<file path="src/rtl/unum4_div_arbiter.sv">
// Round-robin front end that shares one iterative divider among N_REQ requesters.
// Zero divisors are answered directly; a stuck divider is cut off after TIMEOUT cycles.
module unum4_div_arbiter #(
  parameter int DATA_W  = 32,
  parameter int N_REQ   = 4,
  parameter int ID_W    = $clog2(N_REQ),
  parameter int TIMEOUT = DATA_W + 8
) (
  input  logic                      clk,
  input  logic                      rst,
  input  logic [N_REQ-1:0]          req_valid,
  output logic [N_REQ-1:0]          req_ready,
  input  logic [N_REQ-1:0]          req_sign,
  input  logic [N_REQ*DATA_W-1:0]   req_dividend,
  input  logic [N_REQ*DATA_W-1:0]   req_divisor,
  output logic                      rsp_valid,
  input  logic                      rsp_ready,
  output logic [ID_W-1:0]           rsp_id,
  output logic [DATA_W-1:0]         rsp_quotient,
  output logic [DATA_W-1:0]         rsp_remainder,
  output logic                      rsp_dbz,
  output logic                      rsp_err,
  output logic                      div_en,
  output logic                      div_sign,
  output logic [DATA_W-1:0]         div_dividend,
  output logic [DATA_W-1:0]         div_divisor,
  input  logic                      div_done,
  input  logic [DATA_W-1:0]         div_quotient,
  input  logic [DATA_W-1:0]         div_remainder
);

  localparam logic [1:0] ST_IDLE = 2'd0;
  localparam logic [1:0] ST_BUSY = 2'd1;
  localparam logic [1:0] ST_RESP = 2'd2;
  localparam int         CNT_W   = $clog2(TIMEOUT + 1);

  logic [1:0]        state;
  logic [ID_W-1:0]   ptr;
  logic [CNT_W-1:0]  cnt;

  logic              found;
  logic [ID_W-1:0]   gnt;
  logic [ID_W:0]     sum;
  logic [ID_W-1:0]   idx;
  logic [N_REQ-1:0]  onehot;

  logic [DATA_W-1:0] dvd_arr [N_REQ];
  logic [DATA_W-1:0] dvs_arr [N_REQ];
  logic [DATA_W-1:0] sel_dvd;
  logic [DATA_W-1:0] sel_dvs;
  logic              sel_sgn;

  genvar gi;
  for (gi = 0; gi < N_REQ; gi++) begin : g_unpack
    assign dvd_arr[gi] = req_dividend[gi*DATA_W +: DATA_W];
    assign dvs_arr[gi] = req_divisor[gi*DATA_W +: DATA_W];
  end

  // Round-robin scan starting just above the last winner, wrapping at N_REQ.
  always_comb begin
    found = 1'b0;
    gnt   = '0;
    sum   = '0;
    idx   = '0;
    for (int k = 1; k <= N_REQ; k++) begin
      sum   = {1'b0, ptr} + (ID_W+1)'(k);
      idx   = (sum >= (ID_W+1)'(N_REQ)) ? ID_W'(sum - (ID_W+1)'(N_REQ)) : ID_W'(sum);
      gnt   = (req_valid[idx] && !found) ? idx : gnt;
      found = found | req_valid[idx];
    end
  end

  // One-hot accept vector and operand mux for the winning requester.
  always_comb begin
    onehot = '0;
    for (int i = 0; i < N_REQ; i++) begin
      onehot[i] = found && (gnt == ID_W'(i));
    end
    sel_dvd = dvd_arr[gnt];
    sel_dvs = dvs_arr[gnt];
    sel_sgn = req_sign[gnt];
  end

  // Control FSM; every output is a register updated here.
  always_ff @(posedge clk) begin
    if (rst) begin
      state         <= ST_IDLE;
      ptr           <= ID_W'(N_REQ - 1);
      cnt           <= '0;
      req_ready     <= '0;
      rsp_valid     <= 1'b0;
      rsp_id        <= '0;
      rsp_quotient  <= '0;
      rsp_remainder <= '0;
      rsp_dbz       <= 1'b0;
      rsp_err       <= 1'b0;
      div_en        <= 1'b0;
      div_sign      <= 1'b0;
      div_dividend  <= '0;
      div_divisor   <= '0;
    end else begin
      req_ready <= '0;
      case (state)
        ST_IDLE: begin
          div_en <= 1'b0;
          if (found) begin
            req_ready    <= onehot;
            div_dividend <= sel_dvd;
            div_divisor  <= sel_dvs;
            div_sign     <= sel_sgn;
            rsp_id       <= gnt;
            ptr          <= gnt;
            cnt          <= '0;
            // A zero divisor never reaches the divider.
            if (sel_dvs == '0) begin
              rsp_quotient  <= '1;
              rsp_remainder <= sel_dvd;
              rsp_dbz       <= 1'b1;
              rsp_valid     <= 1'b1;
              state         <= ST_RESP;
            end else begin
              div_en <= 1'b1;
              state  <= ST_BUSY;
            end
          end else begin
            state <= ST_IDLE;
          end
        end
        ST_BUSY: begin
          if (div_done) begin
            rsp_quotient  <= div_quotient;
            rsp_remainder <= div_remainder;
            div_en        <= 1'b0;
            rsp_valid     <= 1'b1;
            state         <= ST_RESP;
          end else if (cnt == CNT_W'(TIMEOUT - 1)) begin
            rsp_err       <= 1'b1;
            rsp_quotient  <= '0;
            rsp_remainder <= '0;
            div_en        <= 1'b0;
            rsp_valid     <= 1'b1;
            state         <= ST_RESP;
          end else begin
            cnt <= cnt + CNT_W'(1);
          end
        end
        ST_RESP: begin
          if (rsp_ready) begin
            rsp_valid <= 1'b0;
            rsp_dbz   <= 1'b0;
            rsp_err   <= 1'b0;
            state     <= ST_IDLE;
          end else begin
            state <= ST_RESP;
          end
        end
        default: begin
          div_en    <= 1'b0;
          rsp_valid <= 1'b0;
          state     <= ST_IDLE;
        end
      endcase
    end
  end

endmodule

</file>
<file path="config.mk">
export PLATFORM = sky130hd
export DESIGN_NAME = unum4_div_arbiter
export DESIGN_NICKNAME = d
export VERILOG_FILES = /design/src/rtl/unum4_div_arbiter.sv
export SDC_FILE = /design/constraint.sdc
export NUM_CORES = 1
export LEC_CHECK = 0
export BUFFER_PORTS_ARGS = -buffer_cell sky130_fd_sc_hd__buf_2
export CORE_AREA = 2 2 186 188
export CTS_BUF_LIST = sky130_fd_sc_hd__clkbuf_8 sky130_fd_sc_hd__clkbuf_16
export DETAILED_ROUTE_END_ITERATION = 10
export DIE_AREA = 0 0 188 190
export MAX_ROUTING_LAYER = met4
export PLACE_DENSITY = 0.62
export SKIP_LAST_GASP = 1
export SLEW_MARGIN = 20
export SYNTH_ARGS = -nofsm -noshare
export SYNTH_HDL_FRONTEND = slang
export SYNTH_SLANG_ARGS = --single-unit
</file>
<file path="constraint.sdc">
create_clock -name clk -period 5 [get_ports clk]
set_input_delay 1 -clock clk [delete_from_list [all_inputs] [get_ports clk]]
set_output_delay 1 -clock clk [all_outputs]
set_load 0.1 [all_outputs]
</file>
==> flow_summary.rst, run 1 <==
.. list-table::
   :header-rows: 1

   * - Metric
     - Value
   * - Crit Path Class
     - in2reg
   * - Number of placement rows
     - 68
   * - Maximum number of pins on one net before global-route repair
     - 87
   * - Std-Cell Core Area
     - approximately 34000 µm²
   * - Hold-fix buffer count after cts
     - 0
   * - Result of the run
     - finished, final reports clean
   * - CP max FO
     - between 60 and 70
   * - Num CTS Buffers
     - 17
   * - Worst Setup Start Kind
     - input port
   * - Net count of the mapped netlist
     - ~1500
   * - Worst-case setup slack after placement
     - around 180 ps
   * - Post-CTS setup buffer count
     - 0
   * - Endpoint type of the worst setup path
     - flop
   * - Required time at the endpoint of the critical path
     - 5340 ps
   * - Post-synth top flop
     - dfxtp_1
   * - Ys async rst share
     - 0%
   * - DRC errors left
     - 0
   * - Part of the Yosys area used for sequential elements
     - approximately 36%
   * - Cell area after synthesis
     - approximately 8300 µm²
   * - Number of synthesized flops with an enable pin
     - 0
   * - Clock Skew
     - 12.1 ps
   * - Number of global-route vias before repair
     - about 9500
   * - Achievable clock frequency
     - about 0.23 GHz
   * - Final WS setup
     - 703 ps
   * - Setup TNS
     - 0 ps
   * - Routed via count
     - slightly below 10000
   * - Leading cell types in the layout, fill and taps excluded
     - buf_2 (469), nand2_1 (317), dfxtp_1 (148)
   * - Initial cell density of the core
     - between 20% and 30%
   * - Worst hold-check slack
     - ~450 ps
   * - FF-to-FF setup slack
     - between 900 and 1000 ps
   * - Number of violations reported at the end of detailed-routing iteration 0
     - between 500 and 600
   * - R2r worst-path depth
     - 9
   * - Register bit count reported by yosys
     - 149
   * - Number of fill cells in the layout
     - approximately 3700
   * - Number of antenna violations at the first check in global routing
     - 5
   * - Total Power
     - 5620 µW
   * - Hold violation total from the final report
     - 0
   * - Final-report setup violation count
     - 0
   * - Capture instance of the worst register-to-register path
     - rsp_quotient[21]
   * - Most common cell after layout, fill and taps aside
     - buf_2
   * - Net Sw Power
     - ~2800 µW
   * - Power Dens Cells
     - about 490 nW/µm²
   * - Crit path DAT
     - around 4600 ps
   * - Clock network fraction of design power
     - a little under a quarter
   * - Count of clock tree sinks
     - 149
   * - Post-cts gate resize count
     - 0
   * - Overall die width
     - roughly 190 µm
   * - GR Overflow Total
     - 0
   * - Average vias per placed instance
     - 4.78
   * - Hold Path End
     - div_divisor[16]
   * - Maximum root-to-sink buffer count
     - 2
   * - Int Pwr
     - roughly 2800 µW
   * - Hold Path Depth
     - 2
   * - Share of post-route cells with drive strength above 1
     - a little over a third
   * - Synth unique cells
     - 43
   * - Remaining number of nets flagged by the antenna check after routing
     - 0
   * - Filler-free cell count of the finished design
     - between 2000 and 2500
   * - Global-route total usage across every layer
     - ~20%
   * - IR drop worst, VDD
     - around 230 µV
   * - Total area of sequential cells
     - between 2000 and 3000 µm²
   * - Die Footprint
     - between 30000 and 40000 µm²
   * - First-pass GRT wire length
     - 53200 µm
   * - Number of cells produced by synthesis
     - ~1200
   * - Total area of multi-input combinational cells
     - roughly 4700 µm²
   * - Sw Ratio
     - approximately 50%
   * - Avg Inst Size Synth
     - between 6 and 7 µm²
   * - Port-buffer cells
     - 470
   * - Max-cap viol count
     - 0
   * - Final HPWL from detailed placement
     - approximately 27000 µm
   * - Minimum period implied by the final worst setup slack
     - 4300 ps
   * - Clock root buffer master
     - clkbuf_16
   * - Routed length per instance
     - 17.1 µm
   * - Share of total power in sequential cells
     - about a quarter
   * - CTS tree
     - done
   * - Die extent in y
     - about 190 µm
   * - Net count of the finished layout
     - about 1900
   * - Drt pass-1 iters
     - 5
   * - Area added between synthesis and finish
     - 39.8%
   * - Setup repair after global routing missed its margin
     - no
   * - Final wirelength
     - 35400 µm
   * - Number of top-level design ports
     - 471
   * - Clock insertion delay at the later pin of the skew report
     - around 440 ps
   * - Final-report max-slew violation count
     - 0
   * - Clock input transition at the sequential cells of the worst setup and hold paths
     - around 60 ps
   * - Max-slew headroom at the worst pin
     - approximately 38%
   * - Tightest Hold Check Type
     - reg2reg
   * - Portion of the clock cycle consumed by the worst path in the final layout
     - a little under nine tenths
   * - Htree depth
     - 4
   * - Startpoint of the lowest-slack register-to-register path
     - ptr[0]
   * - Placed cell count
     - between 2000 and 2500
   * - Warnings, synthesis
     - 0
   * - Static Leakage
     - 0.00550 µW
   * - Worst Tran Pin Value
     - approximately 930 ps
   * - Routability Congestion
     - 0.967
   * - Logic gate share of total power
     - between 40% and 50%
   * - Worst Hold Launch
     - div_divisor[16]
-- registers in the layout, summed over array words and instances (netlist names), 2 cells and up --
register,flops
div_dividend,32
rsp_id,2
state,2
rsp_quotient,32
ptr,2
cnt,6
rsp_remainder,32
req_ready,4
div_divisor,32
-- final cells by class --
cell class | instances | share of cell area [%]
diodes | 5 | 0.108
clock buffers | 18 | 3.80
clock inverters | 14 | 1.39
inverters | 41 | 1.33
multi-input cells | 907 | 41.0
flip-flops and latches | 149 | 25.8
well taps | 455 | 4.93
repair buffers | 487 | 21.6
-- Yosys cell counts, drive strengths merged (2+ instances only) --
library cell    n  area [µm²]
nand2         317        1190
dfxtp         149        2980
a21oi         140         704
nor2          118         443
nand3          95         475
clkbuf         75         282
o21ai          71         355
inv            41         154
a211oi         39         438
o21a           32         240
buf            27         153
nor4           18         113
mux4           10         225
nor3            9        45.0
o211ai          8        60.1
mux2i           6        60.1
nand2b          5        31.3
nand4           4        25.0
nor2b           4        25.0
o221ai          4        35.0
or3             4        25.0
and3            3        18.8
xor2            3        26.3
a2111oi         2        30.0
and2            2        12.5
o311ai          2        17.5
-- power groups by stage --
stage	combinational, µW	sequential, µW	clock (µW)
floorplan	934	2740	0
global placement	2810	1500	0
detailed placement	2820	1500	0
CTS	2830	1480	1370
global route	2990	1500	1430
finish	2810	1480	1330
-- per-layer routing --
layer	vias up	part of all wire, %	global-route usage (%)
met3	71	6.8	4.48
met1	4565	41	23.0
met4	0	3.9	9.42
met5	-	0	-
met2	423	48	32.8
li1	4871	-	-
-- critical path: stages --
cell and delay (ps):
buf_2 110, nand2b_1 110, and3b_1 360, o21a_4 330, mux4_2 560, nor4_1 530
nand4_1 240, or4b_1 580, and2_4 400, a211oi_1 360
-- through the flow --
stage | utilization [%] | cell area, µm²
4_1_cts | 34.0 | 11500
6_report | 34.0 | 11600
2_1_floorplan | - | 8260
5_1_grt | 34.0 | 11600
3_5_place_dp | 32.2 | 10900
3_3_place_gp | 32.2 | 10900
-- worst max path at each step --
stage / startpoint / to / cells past startpoint
floorplan: req_valid[3] / rsp_remainder[10] / 14
global placement: req_valid[2] / rsp_remainder[4] / 11
detailed placement: req_valid[2] / rsp_quotient[21] / 10
CTS: req_valid[1] / rsp_quotient[21] / 10
global route: req_valid[2] / rsp_quotient[21] / 10
finish: req_valid[2] / rsp_quotient[21] / 10
-- kinds of logic (layout without fill, tap and decap cells) --
family / Yosys count / after routing / synth area share, %
muxes: 16 / 16 / 3.45
xor gates and xnor gates: 3 / 3 / 0.318
DFF: 149 / 149 / 36.1
buffers and inverters: 143 / 560 / 7.12
other: 0 / 5 / 0
and+or+nand+nor: 584 / 584 / 29.6
AOI/OAI and AO/OA: 303 / 303 / 23.2
adders and majority gates: 1 / 1 / 0.151
(Power assumes the default switching activity.)
==> run 2: changes to the inputs <==
--- a/config.mk
+++ b/config.mk
@@ -7,7 +7,6 @@
 export LEC_CHECK = 0
 export BUFFER_PORTS_ARGS = -buffer_cell sky130_fd_sc_hd__buf_2
 export CORE_AREA = 2 2 186 188
-export CTS_BUF_LIST = sky130_fd_sc_hd__clkbuf_8 sky130_fd_sc_hd__clkbuf_16
 export DETAILED_ROUTE_END_ITERATION = 10
 export DIE_AREA = 0 0 188 190
 export MAX_ROUTING_LAYER = met4
==> run 2 against run 1 <==
Highest routed layer unchanged. Power is essentially flat. Critical path type unchanged. Via count grew 0.18%. Sequential share of layout area is the same. Largest cell class unchanged. Critical path depth stayed put. Largest power group unchanged.
==> flow_summary.rst, run 2 (synthesis results as in run 1) <==
.. list-table::
   :header-rows: 1

   * - Metric
     - Value
   * - Result of the run
     - finished, final reports clean
   * - Std-Cell Core Area
     - 33900 µm² (unchanged)
   * - Startpoint of the lowest-slack register-to-register path
     - ptr[0]
   * - Required time at the endpoint of the critical path
     - 5340 ps (about the same)
   * - Clock Skew
     - 11.7 ps (-0.372 ps)
   * - Max-cap viol count
     - 0 (unchanged)
   * - Final-report max-slew violation count
     - 0 (unchanged)
   * - Max-slew headroom at the worst pin
     - 37.7% (-0.056 points)
   * - Worst Tran Pin Value
     - 934 ps (+0.845 ps)
   * - Static Leakage
     - 0.00548 µW (-0.23%)
   * - CTS tree
     - done
   * - Worst Hold Launch
     - div_divisor[16]
   * - Overall die width
     - 188 µm (unchanged)
   * - Instance count on the critical path
     - 10 (unchanged)
   * - Maximum number of pins on one net before global-route repair
     - 87 (unchanged)
   * - Share of total power in sequential cells
     - 26.3% (about the same)
   * - Num CTS Buffers
     - 17 (unchanged)
   * - Most common cell after layout, fill and taps aside
     - buf_2
   * - Post-route cell area
     - 11600 µm² (unchanged)
   * - Number of antenna violations at the first check in global routing
     - 5 (unchanged)
   * - Sw Ratio
     - 50.6% (-0.062 points)
   * - Routed length per instance
     - 17.1 µm (about the same)
   * - Number of fill cells in the layout
     - 3691 (unchanged)
   * - Die Footprint
     - 35700 µm² (unchanged)
   * - Final wirelength
     - 35400 µm (about the same)
   * - Worst stage delay on the critical path
     - 580 ps (about the same)
   * - Worst Setup Start Kind
     - input port
   * - Die extent in y
     - 190 µm (unchanged)
   * - Net Sw Power
     - 2850 µW (about the same)
   * - Clock insertion delay at the later pin of the skew report
     - 440 ps (about the same)
   * - Worst Path Buf+Inv
     - 1 (unchanged)
   * - Hold violation total from the final report
     - 0 (unchanged)
   * - Minimum period implied by the final worst setup slack
     - 4290 ps (-7.66 ps)
   * - Routed via count
     - 9948 (+0.18%)
   * - Int Pwr
     - 2780 µW (+0.22%)
   * - First-pass GRT wire length
     - 53200 µm (unchanged)
   * - Setup repair after global routing missed its margin
     - no
   * - Critical path's slowest cell
     - or4b_1
   * - CP max FO
     - 64 (unchanged)
   * - Achievable clock frequency
     - 0.233 GHz (+0.18%)
   * - Portion of the clock cycle consumed by the worst path in the final layout
     - 85.8% (-0.15 points)
   * - Number of top-level design ports
     - 471 (unchanged)
   * - Cell type group with the largest total delay on the critical path
     - simple AND/OR/NAND/NOR gates
   * - Endpoint type of the worst setup path
     - flop
   * - Source of the critical timing path
     - req_valid[2]
   * - Final-report setup violation count
     - 0 (unchanged)
   * - Htree depth
     - 4 (unchanged)
   * - Hold Path Depth
     - 2 (unchanged)
   * - Net count of the finished layout
     - 1936 (unchanged)
   * - Post-cts gate resize count
     - 0 (unchanged)
   * - IR drop worst, VDD
     - 234 µV (about the same)
   * - Setup TNS
     - 0 ps (unchanged)
   * - Logic gate share of total power
     - 49.9% (about the same)
   * - Port-buffer cells
     - 470 (unchanged)
   * - Average vias per placed instance
     - 4.79 (+0.18%)
   * - Final HPWL from detailed placement
     - 27000 µm (unchanged)
   * - GR Overflow Total
     - 0 (unchanged)
   * - Routability Congestion
     - 0.967 (unchanged)
   * - Remaining number of nets flagged by the antenna check after routing
     - 0 (unchanged)
   * - Cell area after placement
     - 10900 µm² (unchanged)
   * - Clock network fraction of design power
     - 23.8% (about the same)
   * - Area added between synthesis and finish
     - 39.8% (unchanged)
   * - Maximum root-to-sink buffer count
     - 2 (unchanged)
   * - Clock root buffer master
     - clkbuf_16
   * - Critical-path cell list
     - buf_2, nand2b_1, and3b_1, o21a_4, mux4_2, nor4_1, nand4_1, or4b_1, and2_4, a211oi_1
   * - Clock input transition at the sequential cells of the worst setup and hold paths
     - 60 ps (about the same)
   * - Global-route total usage across every layer
     - 19.9% (unchanged)
   * - Number of violations reported at the end of detailed-routing iteration 0
     - 594 (+0.51%)
   * - Hold-fix buffer count after cts
     - 0 (unchanged)
   * - Number of placement rows
     - 68 (unchanged)
   * - Count of clock tree sinks
     - 149 (unchanged)
   * - Crit Path Class
     - in2reg
   * - DRC errors left
     - 0 (unchanged)
   * - Post-CTS setup buffer count
     - 0 (unchanged)
   * - R2r worst-path depth
     - 9 (unchanged)
   * - Leading cell types in the layout, fill and taps excluded
     - buf_2 (469), nand2_1 (317), dfxtp_1 (148)
   * - Drt pass-1 iters
     - 5 (unchanged)
   * - Crit path DAT
     - 4630 ps (about the same)
   * - Initial cell density of the core
     - 24.3% (unchanged)
   * - Number of global-route vias before repair
     - 9543 (unchanged)
   * - Power Dens Cells
     - 487 nW/µm² (about the same)
   * - Tightest Hold Check Type
     - reg2reg
   * - Share of post-route cells with drive strength above 1
     - 35.1% (unchanged)
[run 2: cell type report]
| class | count | area, µm² | area share (%) |
|---|---|---|---|
| clock inverter | 11 | 149 | 1.29 |
| tap | 455 | 569 | 4.93 |
| sequential | 149 | 2980 | 25.8 |
| multi-input combinational | 907 | 4740 | 41.0 |
| timing repair buffer | 487 | 2500 | 21.6 |
| clock buffer | 21 | 450 | 3.90 |
| antenna | 5 | 12.5 | 0.108 |
| inverter | 41 | 154 | 1.33 |
[run 2: path summary, 6_finish.rpt]
check / slack [ps] / end
max: 710 / rsp_quotient[21]
min: 450 / div_divisor[16]
max reg2reg: 990 / rsp_quotient[21]
min reg2reg: 450 / div_divisor[16]
[run 2: stage by stage]
stage                     power [µW]  setup slack, ps  hold slack (ps)  cells  utilization [%]
final                           5620              710              450   2076             34.0
after global routing            5920              432              470   2076             34.0
after CTS                       5690              631              455   2071             34.0
after detailed placement        4330              183              446   2039             32.2
after global placement          4310              426              439   2039             32.2
after floorplan                 3680              817              462   1199                -
[run 2: worst register-to-register path: stages (launching register included)]
cell      delay (ps)
dfxtp_1          360
nand2b_1         140
and3b_1          360
o21a_4           330
mux4_2           560
nor4_1           530
nand4_1          240
or4b_1           580
and2_4           400
a211oi_1         420
[run 2: metal layers]
| layer | track usage, % | vias up | part of all wire, % |
|---|---|---|---|
| met5 | - | - | 0 |
| met4 | 9.42 | 0 | 4.0 |
| met3 | 4.48 | 77 | 6.7 |
| met2 | 32.8 | 428 | 48 |
| met1 | 23.0 | 4572 | 41 |
| li1 | - | 4871 | - |
[run 2: power by group through the flow]
stage | sequential [µW] | clock (µW) | combinational [µW]
floorplan | 2740 | 0 | 934
global placement | 1500 | 0 | 2810
detailed placement | 1500 | 0 | 2820
CTS | 1480 | 1380 | 2830
global route | 1500 | 1430 | 2990
finish | 1480 | 1340 | 2810
